## src/rtl/lu_pkg.sv

```systemverilog
// Shared types for the logic-unit arbiter: opcode and FSM state encodings.
// Optional feature macro used by the top: LU_GRANT_COUNT_EN.
package lu_pkg;

  typedef enum logic [1:0] {
    LU_XOR = 2'b00,
    LU_AND = 2'b01,
    LU_OR  = 2'b10,
    LU_NOT = 2'b11
  } lu_op_e;

  typedef enum logic [1:0] {
    IDLE = 2'b00,
    EXEC = 2'b01,
    RESP = 2'b10
  } lu_state_e;

endpackage

```

## src/rtl/lu_core.sv

```systemverilog
// Purely combinational bitwise logic unit; the single resource shared by all requesters.
module lu_core
  import lu_pkg::*;
#(
  parameter int WIDTH = 8
) (
  input  logic [1:0]       op,
  input  logic [WIDTH-1:0] x,
  input  logic [WIDTH-1:0] y,
  output logic [WIDTH-1:0] out
);

  always_comb begin
    out = '0;
    case (lu_op_e'(op))
      LU_XOR:  out = x ^ y;
      LU_AND:  out = x & y;
      LU_OR:   out = x | y;
      LU_NOT:  out = ~x;
      default: out = '0;
    endcase
  end

endmodule

```

## src/rtl/logic_unit_arbiter.sv

```systemverilog
// Round-robin arbiter sharing one lu_core between NUM_REQ valid/ready requesters.
// Define LU_GRANT_COUNT_EN to add per-requester saturating grant counters (GRANT_CNT).
module logic_unit_arbiter
  import lu_pkg::*;
#(
  parameter int NUM_REQ = 4,
  parameter int WIDTH   = 8,
  parameter int ID_W    = $clog2(NUM_REQ)
) (
  input  logic                       CLK,
  input  logic                       RST,
  input  logic [NUM_REQ-1:0]         REQ_VALID,
  output logic [NUM_REQ-1:0]         REQ_READY,
  input  logic [2*NUM_REQ-1:0]       REQ_OP,
  input  logic [WIDTH*NUM_REQ-1:0]   REQ_X,
  input  logic [WIDTH*NUM_REQ-1:0]   REQ_Y,
  output logic                       RSP_VALID,
  input  logic                       RSP_READY,
  output logic [ID_W-1:0]            RSP_ID,
  output logic [WIDTH-1:0]           RSP_OUT
`ifdef LU_GRANT_COUNT_EN
  ,
  output logic [16*NUM_REQ-1:0]      GRANT_CNT
`endif
);

  lu_state_e        state, state_nxt;
  logic [ID_W-1:0]  last;
  logic [ID_W-1:0]  winner;
  logic [ID_W-1:0]  scan_idx;
  logic             found;
  logic             accept;

  logic [1:0]       op_p0;
  logic [WIDTH-1:0] x_p0;
  logic [WIDTH-1:0] y_p0;
  logic [ID_W-1:0]  id_p0;
  logic [WIDTH-1:0] core_out;

  // Scan upward from last+1 with wrap; first valid index wins.
  always_comb begin
    found    = 1'b0;
    winner   = '0;
    scan_idx = '0;
    for (int k = 1; k <= NUM_REQ; k++) begin
      scan_idx = ID_W'((int'(last) + k) % NUM_REQ);
      if (!found && REQ_VALID[scan_idx]) begin
        found  = 1'b1;
        winner = scan_idx;
      end
    end
  end

  assign accept = (state == IDLE) && found && !RST;

  always_comb begin
    state_nxt = state;
    REQ_READY = '0;
    case (state)
      IDLE: begin
        if (accept) begin
          REQ_READY[winner] = 1'b1;
          state_nxt         = EXEC;
        end
      end
      EXEC:    state_nxt = RESP;
      RESP:    if (RSP_READY) state_nxt = IDLE;
      default: state_nxt = IDLE;
    endcase
  end

  always_ff @(posedge CLK or posedge RST) begin
    if (RST) begin
      state <= IDLE;
      last  <= ID_W'(NUM_REQ - 1);
    end else begin
      state <= state_nxt;
      if (accept) last <= winner;
    end
  end

  // Stage p0: capture the winner's operands on accept.
  always_ff @(posedge CLK) begin
    if (accept) begin
      op_p0 <= REQ_OP[2*int'(winner) +: 2];
      x_p0  <= REQ_X[WIDTH*int'(winner) +: WIDTH];
      y_p0  <= REQ_Y[WIDTH*int'(winner) +: WIDTH];
      id_p0 <= winner;
    end
  end

  lu_core #(.WIDTH(WIDTH)) u_core (
    .op  (op_p0),
    .x   (x_p0),
    .y   (y_p0),
    .out (core_out)
  );

  // Response stage: register core result in EXEC, hold until handshake.
  always_ff @(posedge CLK or posedge RST) begin
    if (RST) begin
      RSP_VALID <= 1'b0;
      RSP_OUT   <= '0;
      RSP_ID    <= '0;
    end else if (state == EXEC) begin
      RSP_VALID <= 1'b1;
      RSP_OUT   <= core_out;
      RSP_ID    <= id_p0;
    end else if (state == RESP && RSP_READY) begin
      RSP_VALID <= 1'b0;
    end
  end

`ifdef LU_GRANT_COUNT_EN
  logic [NUM_REQ-1:0][15:0] gnt_cnt;

  always_ff @(posedge CLK or posedge RST) begin
    if (RST) begin
      gnt_cnt <= '0;
    end else if (accept && gnt_cnt[winner] != 16'hFFFF) begin
      gnt_cnt[winner] <= gnt_cnt[winner] + 16'd1;
    end
  end

  assign GRANT_CNT = gnt_cnt;
`endif

endmodule

```

## config.mk

```make
export PLATFORM = sky130hd
export DESIGN_NAME = logic_unit_arbiter
export DESIGN_NICKNAME = d
export VERILOG_FILES = /design/src/rtl/lu_pkg.sv /design/src/rtl/lu_core.sv /design/src/rtl/logic_unit_arbiter.sv
export SDC_FILE = /design/constraint.sdc
export NUM_CORES = 1
export LEC_CHECK = 0
export ABC_AREA = 1
export ABC_CLOCK_PERIOD_IN_PS = 2600
export CORE_ASPECT_RATIO = 0.7
export CORE_UTILIZATION = 46
export CTS_CLUSTER_SIZE = 24
export DETAILED_ROUTE_END_ITERATION = 16
export GPL_TIMING_DRIVEN = 0
export HOLD_SLACK_MARGIN = 0.15
export PLACE_DENSITY = 0.81
export SLEW_MARGIN = 20
export SYNTH_ARGS = -nofsm -noshare
export SYNTH_HDL_FRONTEND = slang
export SYNTH_SLANG_ARGS = --single-unit
export TNS_END_PERCENT = 20
```

## constraint.sdc

```tcl
create_clock -name CLK -period 2.6 [get_ports CLK]
set_clock_uncertainty 0.1 [all_clocks]
set_input_delay 0.39 -clock CLK [delete_from_list [all_inputs] [get_ports CLK]]
set_output_delay 0.39 -clock CLK [all_outputs]
set_load 0.02 [all_outputs]
```

### Yosys cells after proc, flatten, opt, wreduce, memory -nomap -nowiden

Index checks and enable logic that the tools add are counted.
Widths: inputs -> output; s select.

* register bits: 35
* latch bits: 0
* bits in writable memories: 0
* bits in read-only memories: 0
* bits of input ports: 79
* output and inout port bits: 15
* word-level logic and storage cells: 74
* memories kept: 0

* add/sub/neg operators: 4
* multiply operators: 0
* div/mod/pow operators: 0
* magnitude comparators: 6
* equal/unequal tests: 7
* shifts and indexed selects: 3
* multiplexer cells: 26
* bitwise logic cells: 4
* reduce and logical (&&, ||, !) cells: 15

Operators with widths (count)
* $shiftx 32x6->8: 2
* $pmux 8 s4: 1
* $lt 2x3->1 const B: 5
* $mux 2: 6
* $mux 1: 11
* $and 8x8->8: 1
* $bmux 1 s2: 4
* $mux 4: 2
* $not 8->8: 1
* $or 8x8->8: 1
* $shiftx 8x4->2: 1
* $xor 8x8->8: 1
* $logic_and 1x1->1: 7
* $eq 2x2->1 const B: 3
* $pmux 2 s3: 1
* $add 2x1->2 const B: 2
* $add 2x2->2 const B: 2
* $eq 2x1->1 const B: 2
* $logic_not 1->1: 4
* $logic_not 2->1: 2
* $ne 2x2->1 const B: 2
* $demux 1 s2: 1
* $ge 2x1->1 const B: 1
* $reduce_and 2->1: 1
* $reduce_bool 2->1: 1

### Longest topological paths before layout

* depth after elaboration: 19
* gate-level depth with buffers: 15
* mapped depth without buffers: 13

### Modules after synthesis

A second synthesis with hierarchy kept.

* cells, all modules: 452
* area total of the unflattened synthesis: 3070.4 um^2

Modules (own cells, without submodules)
* logic_unit_arbiter: times used 1, cells an instance 366, area an instance 2508.7 um^2, sequential area each 978.4 um^2
* lu_core: times used 1, cells an instance 86, area an instance 561.8 um^2, sequential area each 0.0 um^2

### Least setup slack after synthesis

OpenSTA, ideal clock, no wires.

* path type: reg-to-output
* from: register last[0]
* to: output port REQ_READY[2]
* data arrival time: 1.917 ns
* required time: 2.110 ns
* slack: 0.193 ns
* cell stages (with the launch flop): 12
* buffers on the path: 2
* path through: dfstp_2 -> buf_6 -> inv_6 -> nand2_1 -> nand2_2 -> nand2_1 -> nand2_2 -> nor2_4 -> and3_1 -> nor2_2 -> buf_2 -> nor3_1

* word-level cells in the longest chain between the ends: 19
* elaborated cells between the ends (all ways): 35
* classes of those cells: add/sub: 4; order compare: 2; mux: 20; reduce/logical: 9

Ends and longest elaborated chain
* from (decl): line logic_unit_arbiter.sv:28 `logic [ID_W-1:0] last;`
* from (signal assigned): line logic_unit_arbiter.sv:75 `last <= ID_W'(NUM_REQ - 1);`
* from (signal assigned): line logic_unit_arbiter.sv:78 `if (accept) last <= winner;`
* $add 2x1->2: line logic_unit_arbiter.sv:46 `scan_idx = ID_W'((int'(last) + k) % NUM_REQ);`
* $bmux 1 s2: line logic_unit_arbiter.sv:47 `if (!found && REQ_VALID[scan_idx]) begin`
* $mux 1 (not written as such): line logic_unit_arbiter.sv:47
* $mux 1: line logic_unit_arbiter.sv:47
* $logic_not 1->1: line logic_unit_arbiter.sv:47
* $logic_and 1x1->1: line logic_unit_arbiter.sv:47
* $mux 1: line logic_unit_arbiter.sv:47
* $logic_not 1->1: line logic_unit_arbiter.sv:47
* [... 3 more ...]
* $logic_and 1x1->1: line logic_unit_arbiter.sv:47
* $mux 2: line logic_unit_arbiter.sv:47
* $lt 2x3->1 (not written as such) or $ge 2x1->1 (tied branches): line logic_unit_arbiter.sv:62 `REQ_READY[winner] = 1'b1;`
* $logic_and 1x1->1 (not written as such): line logic_unit_arbiter.sv:62
* $mux 1 (not written as such): line logic_unit_arbiter.sv:62
* $demux 1 s2: line logic_unit_arbiter.sv:62
* $mux 4 (*): line logic_unit_arbiter.sv:61 `if (accept) begin`
* $mux 4 (*): line logic_unit_arbiter.sv:59 `case (state)`
* to (decl): line logic_unit_arbiter.sv:13 `output logic [NUM_REQ-1:0] REQ_READY,`

Every way passes the cells marked *; elsewhere a longest branch is shown, timed or not. The select of a mux whose other input is x is not followed.

### Worst setup path in the final report

Ends and elaborated chain as after synthesis.

==> summary.txt <==
Setup path
  – CP Cell Sequence: buf_8 > inv_6 > nand2_2 > nand2_2 > nand2_1 > nand2_2 > nor2_4 > and3_4 > nor2_4 > buf_4 > nor3_2 > buf_4
  – CP startpoint kind: register
  – Critical path class: reg -> out
  – Worst path bufs/invs: 4
  – Worst r2r path cells: 13
  – Critical Path RT: 2.11 ns
  – Crit-path slowest cell: dfstp_2
  – CP arrival: 2.21 ns
  – Reg-to-reg critical path startpoint: last[0]
  – Worst setup EP type: primary output
  – CP delay by family, top: simple AND/OR/NAND/NOR gates
  – CP max stage delay: 0.54 ns
  – Flop2flop setup slack: -0.03 ns
  – Most numerous cell on the critical path: nand2_2
  – Reg-to-Reg End: x_p0[0]
  – Crit-path max FO: 10

GRT
  – Global-route wire length before repair: 11,900 µm
  – Initial antenna violation count: 0
  – Via count of the first global-routing pass: 2,675
  – Largest net degree at the start of global routing: 21
  – GRT Total Usage: 0.247
  – GRT overflow: 0

Layout
  – Area grow syn2layout: 44.3%
  – Post-Route Utilization: 0.694
  – Final cell count without fillers: 562
  – Ant. Diodes: 0
  – Share of cells above drive strength 1: 0.158
  – Design area: 4010 µm²
  – Nets@finish: 581

Route
  – Initial DRT Pass Iterations: 5
  – Residual DRC: 0
  – Vias: 2,932
  – Initial DRC count: 169
  – Drt wl/cell: 13.6 µm
  – ANT nets after route: 0
  – Vias per cell: 5.22
  – Final wirelength: 7640 µm

Timing
  – Worst Setup Slack, final: -0.0957 ns
  – Fin crit period: 2.70 ns
  – Slew Limit Fails: 0
  – Slew @ Worst Pin: 0.646 ns
  – FMAX: 371 MHz
  – Share of the clock period used by the worst path: 1.04
  – Slew margin rel.: 0.569
  – Count of final hold-check violations: 0
  – Final setup fails: 24
  – RSZ-0062 raised after global routing: true

Hold path
  – Hold path depth: 2
  – Worst hold path type: reg -> reg
  – Hold path start: id_p0[1]
  – Worst Hold Path EP: RSP_ID[1]

Synth
  – Syn avg cell area: 7.40 µm²
  – Post-synthesis register bit count: 35
  – Post-synth EDFFs: 20
  – Sequential share of the synthesized area: 0.352
  – Ys flop type: edfxtp_1
  – Synth top cells by count: nand2_1, nand4_1, inv_1
  – Ys async rst share: 0.429
  – Mapped cell area: 2780 µm²
  – Instance count of the mapped netlist: 376
  – Mapped Nets: 471
  – Post-synth cell types: 32
  – Ranking of synthesized cells by area: nand2_1, edfxtp_1, dfrtp_1
  – Cell taking the most area after synthesis: nand2_1
  – Most common cell in the synthesized netlist: nand2_1
  – Yosys warns: 0
  – Share of Yosys cell area claimed by the top area cell type: 0.225

Power
  – Power, Total: 0.00593 W
  – P per Cell Area: 1480 nW/µm²
  – Leakage: 1.94 nW
  – VDD IR-drop max: 773 µV

Clock network
  – Clock Latency Late Sink: 0.29 ns
  – Root Driver: clkbuf_8
  – Max H-tree Level: 2
  – Clock sinks: 35
  – Clock-pin transition on the worst setup and hold timing paths: 0.07 ns
  – TritonCTS clock tree: built
  – Inserted Clock Buffers: 5
  – CTS hold repair buffers: 0
  – Maximum clock path buffer count: 2

Die
  – Die area: 6370 µm²
  – Core Footprint: 5780 µm²
  – Starting Density: 0.481
  – Die width: 94.9 µm
  – I/O pin count: 94
  – Die span in y: 67.1 µm
  – Row count: 23

Place
  – DP Cell Count: 544
  – GP Congestion: 0.839
  – I/O Buffers: 93
  – Placed Area: 3810 µm²
  – Placed wire-length estimate: 6090 µm

Outcome
  – Status: finished, violations left
  – Failing checks: setup timing

Run
  – Maxcap violations: 0
per-layer routing:
layer | global-route usage | part of all wire | vias up
met5 | 0 | 0 | -
li1 | - | - | 1466
met3 | 0.0514 | 0.076 | 13
met4 | 0.0795 | 0.013 | 0
met2 | 0.413 | 0.46 | 132
met1 | 0.318 | 0.45 | 1321
power breakdown:
part,total (W),switching [W],internal [W]
Clock,0.000384,0.000197,0.000187
Sequential,0.00124,0.000179,0.00106
Combinational,0.00431,0.00261,0.00170
Total,0.00593,0.00298,0.00295
worst max path at each step:
stage / end / cells past startpoint / from
after global placement: REQ_READY[2] / 11 / REQ_VALID[3]
final: REQ_READY[2] / 12 / last[0]
after detailed placement: REQ_READY[2] / 11 / REQ_VALID[3]
after CTS: REQ_READY[0] / 13 / last[0]
after floorplan: REQ_READY[2] / 11 / last[0]
after global routing: y_p0[7] / 13 / last[1]
layout make-up:
cell class,instances,area (µm²)
fill,473,1770
multi-input combinational,284,1530
timing repair buffer,104,1010
sequential,35,978
buffer,20,174
inverter,36,144
tap,75,93.8
clock buffer,6,72.6
clock inverter,2,12.5
logic make-up (layout without fill, tap and decap cells):
| group | count (synthesis) | after routing | share of synthesized area |
|---|---|---|---|
| AND/OR/NAND/NOR | 237 | 237 | 0.398 |
| adder cells (fa/ha/maj) | 16 | 16 | 0.0720 |
| buffers and inverters | 57 | 168 | 0.109 |
| AO/OA/AOI/OAI | 31 | 31 | 0.0693 |
| flip-flops | 35 | 35 | 0.352 |
per-stage QoR:
step           setup slack [ns]  setup TNS [ns]  hold WS (ns)
2_1_floorplan             0.193               0         0.221
3_3_place_gp             -0.558           -6.53         0.332
3_5_place_dp             -0.557           -6.93         0.352
4_1_cts                  -0.118          -0.379         0.369
5_1_grt                  -0.189           -4.40         0.389
6_report                -0.0957          -0.757         0.362
placed cells by master (no fill, tap or decap), drive strengths merged:
cell type and instances:
dfrtp 13, nand4 37, nand3 8, and3 1, nand2 180, nor3 4
clkdlybuf4s50 89, o22ai 6, inv 34, o21ai 13, o221ai 2, buf 34
dfstp 2, nor2 7, ha 16, clkinv 2, clkbuf 7, a221oi 6
clkinvlp 2, a21oi 4, edfxtp 20
worst register-to-register path, stage by stage (launching register included):
cell	delay (ns)
dfstp_2	0.54
buf_8	0.13
inv_6	0.06
nand2_2	0.06
nand2_2	0.08
nand2_1	0.08
nand2_2	0.08
nor2_4	0.13
nand3_2	0.13
buf_8	0.16
nand4_4	0.12
buf_4	0.14
buf_4	0.11
clkinvlp_4	0.34
registers in the layout, indices dropped and copies added, names as in the netlist:
| signal | flops |
|---|---|
| RSP_ID | 2 |
| RSP_OUT | 8 |
| RSP_VALID | 1 |
| id_p0 | 2 |
| last | 2 |
| op_p0 | 2 |
| state | 2 |
| x_p0 | 8 |
| y_p0 | 8 |
timing repair:
item                                    in CTS  in global routing
setup buffers                                7                  4
endpoints found under the setup margin      24                 24
resized for setup                           23                 17
pin swaps                                    2                  4
Note: power is estimated with default switching activity, not from simulation.
